--- config.mk ---
export PLATFORM = sky130hd
export DESIGN_NAME = restoring_divider
export DESIGN_NICKNAME = d
export VERILOG_FILES = /design/src/rtl/restoring_divider.sv
export SDC_FILE = /design/constraint.sdc
export NUM_CORES = 1
export LEC_CHECK = 0
export ABC_CLOCK_PERIOD_IN_PS = 3100
export BUFFER_PORTS_ARGS = -buffer_cell sky130_fd_sc_hd__buf_4
export CORE_MARGIN = 2
export CORE_UTILIZATION = 50
export DETAILED_ROUTE_END_ITERATION = 7
export PLACE_DENSITY = 0.76
export SKIP_CTS_REPAIR_TIMING = 1
export SLEW_MARGIN = 20
export SYNTH_ARGS = -nofsm -noshare
export SYNTH_HDL_FRONTEND = slang
export SYNTH_SLANG_ARGS = --single-unit
--- constraint.sdc ---
create_clock -name clk -period 3.1 [get_ports clk]
set_input_delay 0.465 -clock clk [delete_from_list [all_inputs] [get_ports clk]]
set_output_delay 0.465 -clock clk [all_outputs]
set_load 0.03 [all_outputs]
--- src/rtl/restoring_divider.sv ---
// restoring_divider
//   Sequential unsigned divider. It produces one quotient bit per clock by
//   restoring trial subtraction. A start/busy/done handshake sequences each
//   operation. Q, R and div_by_zero stay registered until the next accepted
//   operation completes.
//
// Ports
//   clk          rising-edge clock
//   rst_n        asynchronous active-low reset; clears all state
//   start        request; accepted when busy = 0 (IDLE or DONE)
//   N, D         dividend / divisor, captured on the accepting edge
//   busy         high while iterating
//   done         one-cycle pulse when Q/R/div_by_zero are updated
//   Q, R         registered quotient / remainder
//   div_by_zero  set with done when the captured divisor was zero
module restoring_divider #(
    parameter int unsigned WIDTH = 4
) (
    input  logic             clk,
    input  logic             rst_n,
    input  logic             start,
    input  logic [WIDTH-1:0] N,
    input  logic [WIDTH-1:0] D,
    output logic             busy,
    output logic             done,
    output logic [WIDTH-1:0] Q,
    output logic [WIDTH-1:0] R,
    output logic             div_by_zero
);

    localparam int unsigned CNT_W = $clog2(WIDTH + 1);

    typedef enum logic [1:0] {
        S_IDLE,
        S_RUN,
        S_DONE
    } state_t;

    state_t             r_state;
    state_t             w_state_next;

    logic [WIDTH-1:0]   r_n;      // dividend shift register, MSB first
    logic [WIDTH-1:0]   r_d;      // captured divisor
    // The restored partial remainder is always < D, so it fits in WIDTH
    // bits; only the shifted/trial values need the extra bit.
    logic [WIDTH-1:0]   r_rem;
    logic [WIDTH-1:0]   r_quo;    // working quotient
    logic [CNT_W-1:0]   r_cnt;    // iterations remaining
    logic [WIDTH-1:0]   r_q;
    logic [WIDTH-1:0]   r_r;
    logic               r_dbz;

    logic               w_accept;
    logic               w_d_zero;
    logic               w_last;
    logic [WIDTH:0]     w_rem_shift;
    logic [WIDTH:0]     w_trial;
    logic               w_qbit;
    logic [WIDTH-1:0]   w_rem_next;
    logic [WIDTH-1:0]   w_quo_next;

    assign w_accept = start && (r_state != S_RUN);
    assign w_d_zero = (D == '0);
    assign w_last   = (r_state == S_RUN) && (r_cnt == CNT_W'(1));

    // One restoring step: bring in the next dividend bit, try subtracting D,
    // keep the difference only if it did not go negative.
    assign w_rem_shift = {r_rem, r_n[WIDTH-1]};
    assign w_trial     = w_rem_shift - {1'b0, r_d};
    assign w_qbit      = ~w_trial[WIDTH];
    assign w_rem_next  = w_qbit ? w_trial[WIDTH-1:0] : w_rem_shift[WIDTH-1:0];
    assign w_quo_next  = {r_quo[WIDTH-2:0], w_qbit};

    always_ff @(posedge clk or negedge rst_n) begin
        if (!rst_n) begin
            r_state <= S_IDLE;
        end else begin
            r_state <= w_state_next;
        end
    end

    always_comb begin
        w_state_next = r_state;
        case (r_state)
            S_IDLE, S_DONE: begin
                if (w_accept) begin
                    w_state_next = w_d_zero ? S_DONE : S_RUN;
                end else begin
                    w_state_next = S_IDLE;
                end
            end
            S_RUN: begin
                if (w_last) begin
                    w_state_next = S_DONE;
                end
            end
            default: w_state_next = S_IDLE;
        endcase
    end

    always_ff @(posedge clk or negedge rst_n) begin
        if (!rst_n) begin
            r_n   <= '0;
            r_d   <= '0;
            r_rem <= '0;
            r_quo <= '0;
            r_cnt <= '0;
            r_q   <= '0;
            r_r   <= '0;
            r_dbz <= 1'b0;
        end else if (w_accept) begin
            if (w_d_zero) begin
                r_q   <= '1;
                r_r   <= N;
                r_dbz <= 1'b1;
            end else begin
                r_n   <= N;
                r_d   <= D;
                r_rem <= '0;
                r_quo <= '0;
                r_cnt <= CNT_W'(WIDTH);
            end
        end else if (r_state == S_RUN) begin
            r_n   <= r_n << 1;
            r_rem <= w_rem_next;
            r_quo <= w_quo_next;
            r_cnt <= r_cnt - CNT_W'(1);
            if (w_last) begin
                r_q   <= w_quo_next;
                r_r   <= w_rem_next;
                r_dbz <= 1'b0;
            end
        end
    end

    assign busy        = (r_state == S_RUN);
    assign done        = (r_state == S_DONE);
    assign Q           = r_q;
    assign R           = r_r;
    assign div_by_zero = r_dbz;

endmodule
== Word level (Yosys, flattened, before mapping) ==
Index checks and enable logic that the tools add are counted.
Operators by class
  add/sub/neg operators: 2
  equal/unequal tests: 7
  muxes and demuxes: 28
  bitwise gates (word level): 2
  reductions and logical operators: 10
Operators by type and width (number)
  4-bit 2-to-1 mux: 15
  3-bit 2-to-1 mux: 5
  2-bit 2-to-1 mux: 3
  2-bit by 1-bit inequality test with 1-bit output (second input constant): 3
  5-bit by 4-bit subtractor with 5-bit output: 1
  4-bit zero test: 1
  1-bit 2-to-1 mux: 4
  2-bit case mux with 2 select lines: 1
  2-bit AND reduction: 2
  2-bit nonzero test: 2
  3-bit by 1-bit == test with 1-bit output (second input constant): 1
  3-bit AND reduction: 1
  3-bit by 1-bit subtractor with 3-bit output (second input constant): 1
  2-bit by 1-bit == test with 1-bit output (second input constant): 1
  2-bit == test (second input constant): 1
  1-bit logical AND: 2
  2-bit zero test: 1
  2-bit inequality test (second input constant): 1
  1-bit inverter: 2
  2-bit OR reduction: 1
Storage, ports and cells
  bits in registers: 29
  bits of input ports: 11
  output and inout bits: 11
  word-level logic and storage cells: 58

== Logic depth before layout (Yosys ltp) ==
  word-level depth: 5
  depth in mapped cells: 8

== Worst setup path after synthesis ==
Ideal clock, no wire load.
  kind: reg-to-reg
  start: register r_n[3]
  end: register r_r[2], in the netlist R[2]
  setup time: 0.131 ns
  arrival time: 2.083 ns
  data required time: 2.969 ns
  setup slack: 0.886 ns
  cell stages (with the launch flop): 9
  buffers on the path: 0
  path through: dfrtp_1 > inv_1 > ha_1 > fa_1 > nand2b_2 > a21oi_4 > xor2_4 > mux2i_1 > a31oi_1
On the way
  cells in the longest elaborated chain, start to end: 5
RTL lines
  start, declared: line 42  | logic [WIDTH-1:0] r_n;
  start signal, assigned: line 124  | r_n <= r_n << 1;
  5-bit by 4-bit subtractor with 5-bit output: line 69  | assign w_trial = w_rem_shift - {1'b0, r_d};
  4-bit 2-to-1 mux: line 71  | assign w_rem_next = w_qbit ? w_trial[WIDTH-1:0] : w_rem_shift[WIDTH-1:0];
  4-bit 2-to-1 mux: line 128  | if (w_last) begin
  4-bit 2-to-1 mux: line 123  | end else if (r_state == S_RUN) begin
  4-bit 2-to-1 mux: line 111  | end else if (w_accept) begin
  end signal, assigned: line 130  | r_r <= w_rem_next;
  end, declared: line 50  | logic [WIDTH-1:0] r_r;
Every way passes these cells. The select of a mux whose other input is x is not followed.
A chain may end at the register's enable or synchronous reset.

== Final worst setup path ==
Same ends and word-level chain as after synthesis.

==> out/results.tsv <==
stage	metric	value	unit
sta	Final Max Tran Viols	0	
drt	Routed Antenna Nets	0	
drt	DRT met1 WL	1481	µm
yosys	count of cell types in the netlist	44	
yosys	syn nets	163	
pwr	Int Power	1.209	mW
pwr	peak supply drop	553.2	µV
floorplanning	initial core utilization	52.54	%
drt	DR WL met3	101	µm
cts	Max clock buf depth	2	
drt	routed vias	1176	
yosys	async set-reset flop share out of synthesis	100.0	%
drt	Wirelength per Cell	15.24	µm
setup_path	worst path cell trace	inv_1, ha_1, fa_1, nand2b_2, a21oi_4, xor2_4, mux2i_1, a31oi_1	
drt	Post-Route WL	3247	µm
finish	area of the multi-input gates	785.8	µm²
placed_design	dpl hpwl	2359	µm
setup_path	crit path launch type	flip-flop	
sta	Rel. slew slack	54.40	%
setup_path	Slowest-stage cell, CP	fa_1	
floorplanning	row count	20	
yosys	Top FF cell, synth	dfrtp_1	
placed_design	Placer Congestion	0.8180	
finish	fin nets	186	
pwr	share of power burned in combinational logic	57.1	%
global_routing	vias in the first global route	1164	
drt	top sig layer	met4	
finish	share of cells above drive strength 1	32.54	%
cts	CTS buffer count	5	
setup_path	crit end category	flip-flop	
sta	Setup violations, final	0	
global_routing	largest net degree at the start of global routing	30	
run	Max-cap violations	0	
drt	Via density	5.521	
cts	Clk Latency, worst-skew pair	330	ps
global_routing	GR Util All Layers	21.20	%
pwr	Switching Fraction	45.78	%
yosys	top cells by area, synth	dfrtp_1 (45%), ha_1 (4.7%), mux2i_1 (4.4%), o21ai_2 (3.8%), a22o_1 (2.7%)	
setup_path	CP Data Arrival Time	2700	ps
sta	unrepaired setup endpoints after global routing	no	
sta	min cycle time layout	2489	ps
cts	H-tree depth	2	
yosys	Ys Warns	0	
sta	final hold slack	35.58	ps
cts	Clock Sinks	29	
sta	Final period util	80.30	%
setup_path	Bufs and invs on worst path	1	
finish	fillcell total	268	
setup_path	Crit Path Max Fanout	9	
sta	fmax	0.4017	GHz
sta	final hold violation count	0	
global_routing	antenna violations before repair	0	
run_status	outcome	finished clean	
finish	ANT cells	0	
finish	Area growth syn-to-layout	14.20	%
pwr	Flop pwr share	30.9	%
finish	register area	725.7	µm²
sta	worst-margin pin slew	682.5	ps
cts	TritonCTS clock tree	yes	
cts	CTS clock-pin slew for the worst setup and hold paths	100	ps
floorplanning	IO Count	22	
pwr	PwrDens	1217	mW/mm²
sta	Worst Skew	5.465	ps
hold_path	Hold Crit Class	input port to async pin	
setup_path	Worst path max stage delay	420	ps
drt	DRT iter0 DRCs	40	
pwr	leak pwr	0.8559	nW
floorplanning	die area	0.003677	mm²
yosys	post-synth top area cell	dfrtp_1	
pwr	P_sw	1.021	mW
yosys	Mapped Area	0.001604	mm²
yosys	sequential share of the synthesized area	45.24	%
drt	met2 WL	1636	µm
floorplanning	Core Region	0.003053	mm²
yosys	Synth Instances	145	
yosys	Post-synth EDFFs	0	
setup_path	Required @ worst endpoint	3310	ps
global_routing	GR Overflow Total	0	
drt	drc violations	0	
setup_path	delay-heaviest family, CP	adder cells	
yosys	area share of the largest cell type after synthesis	45.24	%
setup_path	critical path class	flip-flop to flip-flop	
sta	TNS Setup	0	ps
yosys	#FFs+latches synth	29	
pwr	part of the power in the clock network	12.0	%
global_routing	first-pass GRT wire length	5506	µm
floorplanning	die width	60.64	µm
placed_design	Buffers on Ports	21	
cts	Root Buffer	clkbuf_4	
yosys	Synth Area per Inst	11.06	µm²
floorplanning	Die Y	60.64	µm
drt	drt pass-1 iters	4	
## layout make-up
| type | instances | share of cell area (%) |
|---|---|---|
| clock buffer | 7 | 3.552 |
| inverter | 8 | 2.049 |
| multi-input combinational | 103 | 42.90 |
| tap | 44 | 3.005 |
| sequential | 29 | 39.62 |
| timing repair buffer | 21 | 8.607 |
| clock inverter | 1 | 0.2732 |
## worst register-to-register path, cell delays in order (launching register included)
cell and delay (ps):
dfrtp_1 380, inv_1 80, ha_1 230, fa_1 420, nand2b_2 220, a21oi_4 290
xor2_4 300, mux2i_1 330, a31oi_1 120
## cell usage after synthesis (3+ instances only)
| master | n |
|---|---|
| dfrtp_1 | 29 |
| nand2_1 | 11 |
| nor2_1 | 9 |
| inv_1 | 7 |
| mux2i_1 | 7 |
| nand2_2 | 7 |
| o21ai_2 | 7 |
| ha_1 | 6 |
| a22o_1 | 5 |
| o21ai_0 | 5 |
| a22o_2 | 4 |
| nor4_1 | 3 |
## power by group through the flow
stage | sequential [mW] | combinational [mW] | clock (mW)
after floorplan | 0.764 | 0.926 | 0
after CTS | 0.689 | 1.28 | 0.275
after global placement | 0.686 | 1.23 | 0
after global routing | 0.712 | 1.40 | 0.297
final | 0.689 | 1.27 | 0.267
after detailed placement | 0.694 | 1.27 | 0
## metrics by stage
stage / power (mW) / cell area, µm² / setup slack, ps / utilization [%] / std cells
2_1_floorplan: 1.690 / 1604 / 885.7 / - / 145
3_3_place_gp: 1.917 / 1762 / 768.7 / 57.70 / 205
3_5_place_dp: 1.968 / 1762 / 631.7 / 57.70 / 205
4_1_cts: 2.249 / 1832 / 609.2 / 60.00 / 213
5_1_grt: 2.411 / 1832 / 471.3 / 60.00 / 213
6_report: 2.229 / 1832 / 610.8 / 60.00 / 213
## routing by layer
| metal | up-vias | track usage (%) |
|---|---|---|
| met2 | 18 | 32.72 |
| met1 | 583 | 28.59 |
| li1 | 573 | - |
| met3 | 2 | 5.757 |
| met4 | 0 | 8.385 |
| met5 | - | 0 |
## layout by cell type, fill, tap and decap left out, types with 3 or more instances in the layout
| cell | instances |
|---|---|
| nor4_1 | 3 |
| dfrtp_1 | 29 |
| buf_4 | 21 |
| mux2i_1 | 7 |
| inv_1 | 7 |
| ha_1 | 6 |
| nand2_1 | 11 |
| a22o_2 | 4 |
| clkbuf_4 | 5 |
| a22o_1 | 5 |
| o21ai_0 | 5 |
| o21ai_2 | 7 |
| nor2_1 | 9 |
| nand2_2 | 7 |
## registers in the layout, summed over array words and instances (netlist names)
| name | count |
|---|---|
| r_rem | 4 |
| div_by_zero | 1 |
| r_state | 2 |
| R | 4 |
| r_quo | 3 |
| r_d | 4 |
| r_n | 4 |
| Q | 4 |
| r_cnt | 3 |
## cell families after synthesis
group | after synthesis | share of synthesized area (%)
simple gates | 48 | 16.54
compound gates | 38 | 19.34
flops | 29 | 45.24
buf+inv | 13 | 5.772
mux | 7 | 4.368
fa+ha+maj | 7 | 5.928
xor+xnor | 3 | 2.809
## worst paths after layout
path | cells after the start | start | slack [ps] | end
max in group asynchronous | 1 | rst_n | 2790 | R[1]
worst min-delay path | 1 | rst_n | 40 | r_cnt[0]
min in group clk | 2 | D[2] | 380 | r_d[2]
worst max-delay path | 8 | r_n[3] | 610 | R[2]
worst min register to register | 2 | r_cnt[1] | 490 | r_cnt[1]
worst max register to register | 8 | r_n[3] | 610 | R[2]
(Power assumes the default switching activity.)
